`src/rtl/aes_pkg.sv`:
```
// -----------------------------------------------------------------------------
// aes_pkg
// Shared widths and the packer state type for the receive block assembler.
// Also holds a helper that drops one 32-bit word into its big-endian slot of a
// 128-bit block (word 0 lands in the most significant 32 bits).
// -----------------------------------------------------------------------------
package aes_pkg;

    localparam int BLOCK_W         = 128;
    localparam int WORD_W          = 32;
    localparam int WORDS_PER_BLOCK = 4;

    // The state encoding doubles as the count of words held in the partial block.
    typedef enum logic [1:0] {
        W0 = 2'd0,
        W1 = 2'd1,
        W2 = 2'd2,
        W3 = 2'd3
    } pack_state_e;

    // Insert a word into the slot selected by the packer state.
    function automatic logic [BLOCK_W-1:0] place_word(
        input logic [BLOCK_W-1:0] blk,
        input pack_state_e        slot,
        input logic [WORD_W-1:0]  word
    );
        logic [BLOCK_W-1:0] r;
        r = blk;
        case (slot)
            W0:      r[127:96] = word;
            W1:      r[95:64]  = word;
            W2:      r[63:32]  = word;
            W3:      r[31:0]   = word;
            default: r         = blk;
        endcase
        return r;
    endfunction

endpackage

```
`src/rtl/rcv_block_assembler_block_fifo.sv`:
```
// -----------------------------------------------------------------------------
// block_fifo
// DEPTH x 128-bit show-ahead FIFO for completed receive blocks.
// Ports:
//   clk, reset    : clock, synchronous active-high reset
//   flush_i       : empty the FIFO (pointers and occupancy to zero)
//   enq_i         : write enq_data_i at the tail (ignored when full)
//   enq_data_i    : 128-bit block to store
//   deq_i         : pop the head entry (ignored when empty)
//   head_o        : registered head entry; holds its last value when empty
//   empty_o/full_o: registered occupancy flags
// -----------------------------------------------------------------------------
module block_fifo
    import aes_pkg::*;
#(
    parameter int DEPTH = 4
) (
    input  logic               clk,
    input  logic               reset,
    input  logic               flush_i,
    input  logic               enq_i,
    input  logic [BLOCK_W-1:0] enq_data_i,
    input  logic               deq_i,
    output logic [BLOCK_W-1:0] head_o,
    output logic               empty_o,
    output logic               full_o
);

    localparam int PTR_W = $clog2(DEPTH);
    localparam int CNT_W = PTR_W + 1;
    localparam logic [CNT_W-1:0] DEPTH_C = CNT_W'(DEPTH);

    logic [BLOCK_W-1:0] mem_q [DEPTH];

    logic [PTR_W-1:0]   wr_ptr_q, wr_ptr_d;
    logic [PTR_W-1:0]   rd_ptr_q, rd_ptr_d;
    logic [CNT_W-1:0]   count_q,  count_d;
    logic [BLOCK_W-1:0] head_q,   head_d;
    logic               empty_q,  full_q;
    logic               do_enq_s, do_deq_s;

    assign do_enq_s = enq_i && !full_q && !flush_i;
    assign do_deq_s = deq_i && !empty_q && !flush_i;

    // Block storage; contents are don't-care until written so no reset.
    always_ff @(posedge clk) begin
        if (do_enq_s) begin
            mem_q[wr_ptr_q] <= enq_data_i;
        end
    end

    // Next pointers, occupancy and head value.
    always_comb begin
        wr_ptr_d = wr_ptr_q;
        rd_ptr_d = rd_ptr_q;
        count_d  = count_q;
        head_d   = head_q;
        if (flush_i) begin
            wr_ptr_d = {PTR_W{1'b0}};
            rd_ptr_d = {PTR_W{1'b0}};
            count_d  = {CNT_W{1'b0}};
            head_d   = head_q;
        end else begin
            // Pointers wrap naturally because DEPTH is a power of two.
            if (do_enq_s) begin
                wr_ptr_d = wr_ptr_q + 1'b1;
            end else begin
                wr_ptr_d = wr_ptr_q;
            end
            if (do_deq_s) begin
                rd_ptr_d = rd_ptr_q + 1'b1;
            end else begin
                rd_ptr_d = rd_ptr_q;
            end
            case ({do_enq_s, do_deq_s})
                2'b10:   count_d = count_q + 1'b1;
                2'b01:   count_d = count_q - 1'b1;
                default: count_d = count_q;
            endcase
            // The new head may be the entry being written this same edge
            // (enqueue into empty, or enqueue+dequeue at occupancy 1).
            if (count_d != {CNT_W{1'b0}}) begin
                if (do_enq_s && (wr_ptr_q == rd_ptr_d)) begin
                    head_d = enq_data_i;
                end else begin
                    head_d = mem_q[rd_ptr_d];
                end
            end else begin
                head_d = head_q;
            end
        end
    end

    // Pointer, occupancy, head and flag registers.
    always_ff @(posedge clk) begin
        if (reset) begin
            wr_ptr_q <= {PTR_W{1'b0}};
            rd_ptr_q <= {PTR_W{1'b0}};
            count_q  <= {CNT_W{1'b0}};
            head_q   <= {BLOCK_W{1'b0}};
            empty_q  <= 1'b1;
            full_q   <= 1'b0;
        end else begin
            wr_ptr_q <= wr_ptr_d;
            rd_ptr_q <= rd_ptr_d;
            count_q  <= count_d;
            head_q   <= head_d;
            empty_q  <= (count_d == {CNT_W{1'b0}});
            full_q   <= (count_d == DEPTH_C);
        end
    end

    assign head_o  = head_q;
    assign empty_o = empty_q;
    assign full_o  = full_q;

endmodule

```
`src/rtl/rcv_block_assembler.sv`:
```
// -----------------------------------------------------------------------------
// rcv_block_assembler
// Packs 32-bit words from the bus slave into 128-bit blocks (big-endian, word 0
// in [127:96]) and queues completed blocks in a DEPTH-entry show-ahead FIFO.
// Ports:
//   clk, reset        : clock, synchronous active-high reset
//   word_in/valid/ready : word input handshake
//   flush             : drop the partial block and all stored blocks
//   fix_error         : clear framing_error
//   rcv_deq           : pop the head block
//   rcv_fifo_out      : head block
//   rcv_fifo_empty/full : FIFO occupancy flags
//   framing_error     : sticky error (dropped word, deq on empty, flush mid-block)
//   word_count        : words held in the partial block
// -----------------------------------------------------------------------------
module rcv_block_assembler
    import aes_pkg::*;
#(
    parameter int DEPTH = 4
) (
    input  logic               clk,
    input  logic               reset,
    input  logic [WORD_W-1:0]  word_in,
    input  logic               word_valid,
    output logic               word_ready,
    input  logic               flush,
    input  logic               fix_error,
    input  logic               rcv_deq,
    output logic [BLOCK_W-1:0] rcv_fifo_out,
    output logic               rcv_fifo_empty,
    output logic               rcv_fifo_full,
    output logic               framing_error,
    output logic [1:0]         word_count
);

    pack_state_e        state_q, state_d;
    logic [BLOCK_W-1:0] partial_q, partial_d;
    logic               framing_error_q, framing_error_d;

    logic               accept_s;
    logic               enq_s;
    logic               deq_s;
    logic [BLOCK_W-1:0] enq_data_s;
    logic               word_err_s;
    logic               deq_err_s;
    logic               flush_err_s;

    // Only the last word of a block needs FIFO space; the full flag is the
    // registered one, so a same-cycle dequeue cannot make room.
    assign word_ready = !((state_q == W3) && rcv_fifo_full);
    assign accept_s   = word_valid && word_ready;

    // Packer next state, FIFO requests and error events.
    always_comb begin
        state_d     = state_q;
        partial_d   = partial_q;
        enq_s       = 1'b0;
        deq_s       = 1'b0;
        word_err_s  = 1'b0;
        deq_err_s   = 1'b0;
        flush_err_s = 1'b0;
        enq_data_s  = place_word(partial_q, W3, word_in);
        if (flush) begin
            state_d     = W0;
            partial_d   = {BLOCK_W{1'b0}};
            flush_err_s = (state_q != W0);
        end else begin
            if (accept_s) begin
                partial_d = place_word(partial_q, state_q, word_in);
                case (state_q)
                    W0:      state_d = W1;
                    W1:      state_d = W2;
                    W2:      state_d = W3;
                    W3: begin
                        state_d = W0;
                        enq_s   = 1'b1;
                    end
                    default: state_d = W0;
                endcase
            end else if (word_valid) begin
                word_err_s = 1'b1;
            end else begin
                word_err_s = 1'b0;
            end
            if (rcv_deq) begin
                if (!rcv_fifo_empty) begin
                    deq_s = 1'b1;
                end else begin
                    deq_err_s = 1'b1;
                end
            end else begin
                deq_s = 1'b0;
            end
        end
    end

    // Sticky error flag: a new error event wins over fix_error.
    always_comb begin
        if (word_err_s || deq_err_s || flush_err_s) begin
            framing_error_d = 1'b1;
        end else if (fix_error) begin
            framing_error_d = 1'b0;
        end else begin
            framing_error_d = framing_error_q;
        end
    end

    // Packer state, partial block and error flag registers.
    always_ff @(posedge clk) begin
        if (reset) begin
            state_q         <= W0;
            partial_q       <= {BLOCK_W{1'b0}};
            framing_error_q <= 1'b0;
        end else begin
            state_q         <= state_d;
            partial_q       <= partial_d;
            framing_error_q <= framing_error_d;
        end
    end

    block_fifo #(
        .DEPTH (DEPTH)
    ) u_block_fifo (
        .clk        (clk),
        .reset      (reset),
        .flush_i    (flush),
        .enq_i      (enq_s),
        .enq_data_i (enq_data_s),
        .deq_i      (deq_s),
        .head_o     (rcv_fifo_out),
        .empty_o    (rcv_fifo_empty),
        .full_o     (rcv_fifo_full)
    );

    assign framing_error = framing_error_q;
    assign word_count    = state_q;

endmodule

```
`config.mk`:
```
export PLATFORM = sky130hd
export DESIGN_NAME = rcv_block_assembler
export DESIGN_NICKNAME = d
export VERILOG_FILES = /design/src/rtl/aes_pkg.sv /design/src/rtl/rcv_block_assembler_block_fifo.sv /design/src/rtl/rcv_block_assembler.sv
export SDC_FILE = /design/constraint.sdc
export NUM_CORES = 1
export LEC_CHECK = 0
export CORE_MARGIN = 10
export CORE_UTILIZATION = 35
export DETAILED_ROUTE_END_ITERATION = 10
export GPL_TIMING_DRIVEN = 1
export PLACE_DENSITY = 0.49
export SYNTH_ARGS = -nofsm -noshare
export SYNTH_HDL_FRONTEND = slang
export SYNTH_SLANG_ARGS = --single-unit
```
`constraint.sdc`:
```
create_clock -name clk -period 7.91 [get_ports clk]
set_clock_uncertainty 0.05 [all_clocks]
set_input_delay 0.791 -clock clk [delete_from_list [all_inputs] [get_ports clk]]
set_output_delay 0.791 -clock clk [all_outputs]
set_load 0.05 [all_outputs]
```
# Yosys cells after proc, flatten, opt, wreduce, memory -nomap -nowiden
# Memory sizes are Yosys's and may differ from the RTL's. A register that Yosys moved wholly into a read port is not among the register bits.
# Index checks and enable logic that the tools add are counted.
[word_totals]
register_bits = 108
latchBits = 0
mem_bits_rw = 512
romBits = 0
n_memories = 1
[classes]
add_sub_neg = 4
multipliers = 0
div = 0
order_cmp = 0
n_eq_ne = 6
n_shift = 0
muxes = 23
bitwise = 1
reduce_logical = 22
[memory_table]
columns = ["memory", "words", "word_bits", "read_ports", "rd_ports_with_merged_regs", "wr", "line_no", "text"]
rows = [
  ["u_block_fifo.mem_q", 4, 128, 1, 1, 1, "rcv_block_assembler_block_fifo.sv:33", "logic [BLOCK_W-1:0] mem_q [DEPTH];"],
]
[ops]
columns = ["operator", "count"]
rows = [
  ["$mux W1", 17],
  ["$pmux W2 S4", 1],
  ["$reduce_and A2 Y1", 4],
  ["$eq A2 B2 Y1 const B", 3],
  ["$logic_and A1 B1 Y1", 6],
  ["$mux W3", 2],
  ["$pmux W3 S2", 1],
  ["$add A2 B1 Y2 const B", 2],
  ["$eq A2 B1 Y1 const B", 2],
  ["$logic_not A1 Y1", 4],
  ["$mux W2", 2],
  ["$reduce_bool A2 Y1", 2],
  ["$add A3 B1 Y3 const B", 1],
  ["$eq A3 B3 Y1 const B", 1],
  ["$logic_not A3 Y1", 1],
  ["$reduce_bool A3 Y1", 1],
  ["$sub A3 B1 Y3 const B", 1],
  ["$logic_not A2 Y1", 1],
  ["$logic_or A1 B1 Y1", 2],
  ["$reduce_or A2 Y1", 1],
  ["$not A1 Y1", 1],
]

# Depth between registers and ports, before layout
[logic_depth]
ltp_word = 13
mapped_depth = 14
mapped_depth_nobuf = 12

# Modules after synthesis
# A second synthesis with hierarchy kept.
[hier_totals]
hier_cells = 3137
area_unflattened_um2 = 33794.9
[modules_own_cells]
columns = ["mod", "instances", "cells_per_inst", "area_each_um2", "seq_area_each_um2"]
rows = [
  ["block_fifo", 1, 2764, 29996.3, 18117.4],
  ["rcv_block_assembler", 1, 373, 3798.6, 1981.9],
]

# Worst setup path before layout
# OpenSTA, ideal clock, no wires.
[synth_timing]
path_kind = "register to register"
startpoint = "reg state_q[0], in the netlist word_count[0]"
endpoint = "mem u_block_fifo.mem_q[1][0], enable pin"
setup_ps = 502
arrival_ps = 4345
path_slack_ps = 3013
stages_incl_launch_ff = 5
path_buffers = 0
cell_sequence = "dfxtp_1 ha_1 nand2_1 nor3_2 and2_1"
[synth_between]
elab_chain_cells = 10
elab_cells_between_ends = 11
cone_classes = "eq/ne (1); mux (5); reduce/logical (5)"
[synth_lines]
columns = ["element", "line_no", "text"]
rows = [
  ["start: declaration", "rcv_block_assembler.sv:36", "pack_state_e state_q, state_d;"],
  ["start signal: assignment", "rcv_block_assembler.sv:115", "state_q <= state_d;"],
  ["$eq A2 B2 Y1 *", "-", ""],
  ["$logic_and A1 B1 Y1", "rcv_block_assembler.sv:50", "assign word_ready = !((state_q == W3) && rcv_fifo_full);"],
  ["$logic_not A1 Y1", "rcv_block_assembler.sv:50", ""],
  ["$logic_and A1 B1 Y1", "rcv_block_assembler.sv:51", "assign accept_s = word_valid && word_ready;"],
  ["$mux W1 *", "rcv_block_assembler.sv:68", "if (accept_s) begin"],
  ["$mux W1 *", "rcv_block_assembler.sv:63", "if (flush) begin"],
  ["$logic_and A1 B1 Y1 * (2 in series)", "rcv_block_assembler_block_fifo.sv:42", "assign do_enq_s = enq_i && !full_q && !flush_i;"],
  ["$mux W1 *", "rcv_block_assembler_block_fifo.sv:47", "if (do_enq_s) begin"],
  ["$mux W1 (not written as such) *", "rcv_block_assembler_block_fifo.sv:48", "mem_q[wr_ptr_q] <= enq_data_i;"],
  ["end: declaration", "rcv_block_assembler_block_fifo.sv:33", ""],
]
# Mark *: on every way between the ends. The rest lies on a longest branch, timed or not.

# Worst setup path in the final report
[layout_timing]
startpoint = "in flush"
endpoint = "reg u_block_fifo.head_q[102], in the netlist u_block_fifo.head_o[102], read port of u_block_fifo.mem_q"
[layout_between]
elab_chain_cells = 8
elab_cells_between_ends = 16
cone_classes = "eq/ne (2); mux (6); bitwise (1); reduce/logical (7)"
[layout_lines]
columns = ["element", "line_no", "text"]
rows = [
  ["start: declaration", "rcv_block_assembler.sv:26", "input logic flush,"],
  ["$mux W1", "rcv_block_assembler.sv:63", ""],
  ["$logic_and A1 B1 Y1, on equally long branches (2 in series)", "rcv_block_assembler_block_fifo.sv:43, rcv_block_assembler_block_fifo.sv:42", ""],
  ["$eq A2 B1 Y1 or $eq A2 B2 Y1 (tied branches)", "rcv_block_assembler_block_fifo.sv:75", "case ({do_enq_s, do_deq_s})"],
  ["$pmux W3 S2", "rcv_block_assembler_block_fifo.sv:75", ""],
  ["$mux W3", "rcv_block_assembler_block_fifo.sv:58", "if (flush_i) begin"],
  ["$reduce_bool A3 Y1", "rcv_block_assembler_block_fifo.sv:82", "if (count_d != {CNT_W{1'b0}}) begin"],
  ["$reduce_and A2 Y1 (no line)", "-", ""],
  ["end: declaration", "rcv_block_assembler_block_fifo.sv:38", "logic [BLOCK_W-1:0] head_q, head_d;"],
]
# Parallel ways exist; a longest one is shown, timed or not. The select of a mux whose other input is x is not followed.
# A chain may end at the register's enable or synchronous reset.

==> results.md <==
- Outcome: finished clean
- Met2 Usage GRT: 30.2%
- Final Util: 40.5%
- Gr busiest metal: met2
- Critical Path Stages: 12
- First-pass GRT wire length: 154000 µm
- Die area: 106000 µm²
- Detailed Route WL: 105000 µm
- Most common cell in the netlist: edfxtp_1
- Worst R2R Setup Slack: 3.28 ns
- Yosys top cell area share: 46.9%
- Post-synth top cells: edfxtp_1, dfxtp_1, nand2_1
- Ys async rst share: 0%
- Clock root cell: clkbuf_16
- Reg-to-reg startpoint: word_count[0]$_SDFFE_PP0P_
- Synthesized instance count: 2800
- Post-CTS Setup Inserts: 0
- Fmax: 202 MHz
- Via density: 5.76
- Via count: 23.8k
- Num ports: 172
- Initial antenna violation count: 6
- Hold Crit Depth: 1
- Buffers & Inverters on Critical Path: 4
- Post-synth EDFFs: 512
- Initial Utilization: 35.2%
- Crit end category: register
- Tightest Pin Transition: 1.46 ns
- Share of cells above drive strength 1: 5.65%
- DRC violations left: 0
- Post-synth cell types: 41
- Pwr Total: 7.92 mW
- Clock buffer depth: 3
- HPWL after DPL: 56300 µm
- Final Cycle Share: 62.7%
- Setup TNS: 0 ns
- Register area share after synthesis: 61.3%
- Clk_lat worst skew: 0.64 ns
- Final Non-Filler Cells: 4138
- Fin. max-slew vios: 0
- IO buf count: 171
- Core area: 93000 µm²
- Yosys warns: 0
- Die height: 326 µm
- Clock sink total: 748
- Post-DRT Antenna Nets: 0
- Worst IR drop on VDD: 0.000133 V
- Aggregate global routing overflow: 0
- Number of iterations in the first detailed-routing pass: 5
- Met3 Use GR: 3.98%
- Number of synthesized register bits: 748
- Mean Syn Cell Area: 11.7 µm²
- Synth Cell Area: 32800 µm²
- Final setup vio count: 0
- Worst setup SP type: input pin
- Slowest cell on the critical path: or3b_4
- Post-DP Area: 35200 µm²
- Nets: 2862
- H-tree levels: 3
- Max incr delay on CP: 0.66 ns
- CP Launch Point: flush
- CTS tree: done
- Largest cells by area after synthesis: edfxtp_1, dfxtp_1, mux2i_1
- Gr usage total: 18.8%
- Post-synth top area cell: edfxtp_1
- Family with the most delay on the worst path: buffers and inverters
- DR iter-0 viols: 1964
- LEAKAGE: 12.2 nW
- # hold bufs at CTS: 0
- Total CTS buffers: 82
- DP Cell Count: 3984
- Area growth syn-to-layout: 15.0%
- Rel. slew slack: 2.50%
- Die Width: 326 µm
- Fill cells: 8721
- # Max-Cap Violations: 0
- Post-CTS sizing: 0
- R2R cell count: 13
- Syn_nets: 2848
- Largest net degree at the start of global routing: 270
- Clock Pin Slew Worst Setup and Hold Paths: 0.06 ns
- Core Rows: 112
- Number of global-route vias before repair: 23.5k
- Routed len/inst: 25.3 µm
- N_diodes: 0
- Crit Path Class: input pin to register
- Design area: 37700 µm²
- CP cell instances: clkdlybuf4s50_1, or3b_4, inv_16, ha_1, inv_1, fa_1, xor2_1, o21ai_0, a21o_4, buf_4, a211oi_1, a221o_1
- Final hold violations: 0
- Worst min-delay path class: register to register
- Post-synth top flop: edfxtp_1
- M1 GR Usage: 25.3%
- Power density over the cells: 210 nW/µm²
- Min Clock Period, post-route: 4.96 ns
- Worst-path fanout max: 224
- Critical Path RT: 8.37 ns
- Final Wtd Congestion: 0.777
- WP data arrival: 5.42 ns
- RSZ-0062 raised after global routing: false
- Hold Crit Start: u_block_fifo.head_o[97]$_SDFFE_PP0P_
## final timing paths
check                                               end
setup reg to reg  u_block_fifo.head_o[121]$_SDFFE_PP0P_
setup / recovery  u_block_fifo.head_o[102]$_SDFFE_PP0P_
hold reg to reg    u_block_fifo.head_o[97]$_SDFFE_PP0P_
hold / removal     u_block_fifo.head_o[97]$_SDFFE_PP0P_
## state kept, by name, indices dropped and copies added (netlist names)
name                   flops
word_count                 2
u_block_fifo.rd_ptr_q      2
u_block_fifo.full_o        1
u_block_fifo.mem_q       512
framing_error              1
u_block_fifo.head_o      128
u_block_fifo.wr_ptr_q      2
u_block_fifo.count_q       3
partial_q                 96
u_block_fifo.empty_o       1
## cells by family after synthesis
group                      Yosys count  share of synthesized area, %
DFF                                748                          61.3
AOI/OAI and AO/OA                  748                          16.8
and+or+nand+nor                    743                          11.7
adders and majority gates           10                         0.405
muxes                              129                          3.94
buffers and inverters              413                          5.57
xor gates and xnor gates             9                         0.240
## report_power, final
group | internal [mW] | switching [mW]
combinational | 0.0322 | 0.118
clock | 2.02 | 1.58
sequential | 4.16 | 0.0136
## worst reg2reg max path, stage by stage (launching register included)
cell     delay [ns]
dfxtp_1        0.42
ha_1           0.37
nand2_1        0.11
nor3_2         0.53
inv_1          0.12
ha_1           0.26
inv_1          0.09
fa_1           0.45
and3b_1        0.22
o32a_1         0.22
a21o_4         0.43
nor2_4         0.60
buf_12         0.44
a221o_1        0.27
## cell usage in the layout, fill, tap and decap left out, drive strengths merged
| master | synthesis | layout |
|---|---|---|
| a211oi | 129 | 129 |
| a21o | 1 | 1 |
| a21oi | 101 | 101 |
| a221o | 128 | 128 |
| a32o | 1 | 1 |
| and2 | 5 | 5 |
| and3 | 132 | 132 |
| and3b | 1 | 1 |
| and4bb | 1 | 1 |
| buf | 117 | 34 |
| clkbuf | 158 | 119 |
| clkdlybuf4s50 | 0 | 171 |
| clkinv | 1 | 33 |
| dfxtp | 236 | 236 |
| edfxtp | 512 | 512 |
| fa | 1 | 1 |
| ha | 9 | 9 |
| inv | 137 | 140 |
| mux2i | 129 | 129 |
| nand2 | 199 | 199 |
| nand2b | 1 | 1 |
| nand3 | 1 | 1 |
| nor2 | 140 | 140 |
| nor2b | 1 | 1 |
| nor3 | 129 | 129 |
| nor3b | 129 | 129 |
| o21a | 1 | 1 |
| o21ai | 130 | 130 |
| o221ai | 128 | 128 |
| o31ai | 128 | 128 |
| o32a | 1 | 1 |
| or2 | 1 | 1 |
| or3 | 1 | 1 |
| or3b | 1 | 1 |
| or4b | 1 | 1 |
| xnor2 | 5 | 5 |
| xor2 | 4 | 4 |
## layer usage
| metal | up-vias | wire length [µm] |
|---|---|---|
| met1 | 12121 | 47000 |
| li1 | 10739 | - |
| met5 | - | 40 |
| met2 | 812 | 48200 |
| met4 | 6 | 2280 |
| met3 | 137 | 7210 |
## cell type report
| class | count | area [µm²] | area share (%) |
|---|---|---|---|
| inverter | 138 | 534 | 1.42 |
| tap | 1254 | 1570 | 4.16 |
| clock inverter | 35 | 201 | 0.535 |
| sequential | 748 | 20100 | 53.4 |
| multi-input combinational | 1639 | 10900 | 28.9 |
| timing repair buffer | 205 | 2080 | 5.52 |
| clock buffer | 119 | 2290 | 6.09 |
## stage by stage
| step | setup WS [ns] | hold WS [ns] |
|---|---|---|
| after global placement | 2.19 | 0.425 |
| final | 2.95 | 0.439 |
| after detailed placement | 2.12 | 0.421 |
| after global routing | 2.74 | 0.458 |
| after floorplan | 3.01 | 0.425 |
| after CTS | 2.79 | 0.441 |
Power figures use the tool's default switching activity.
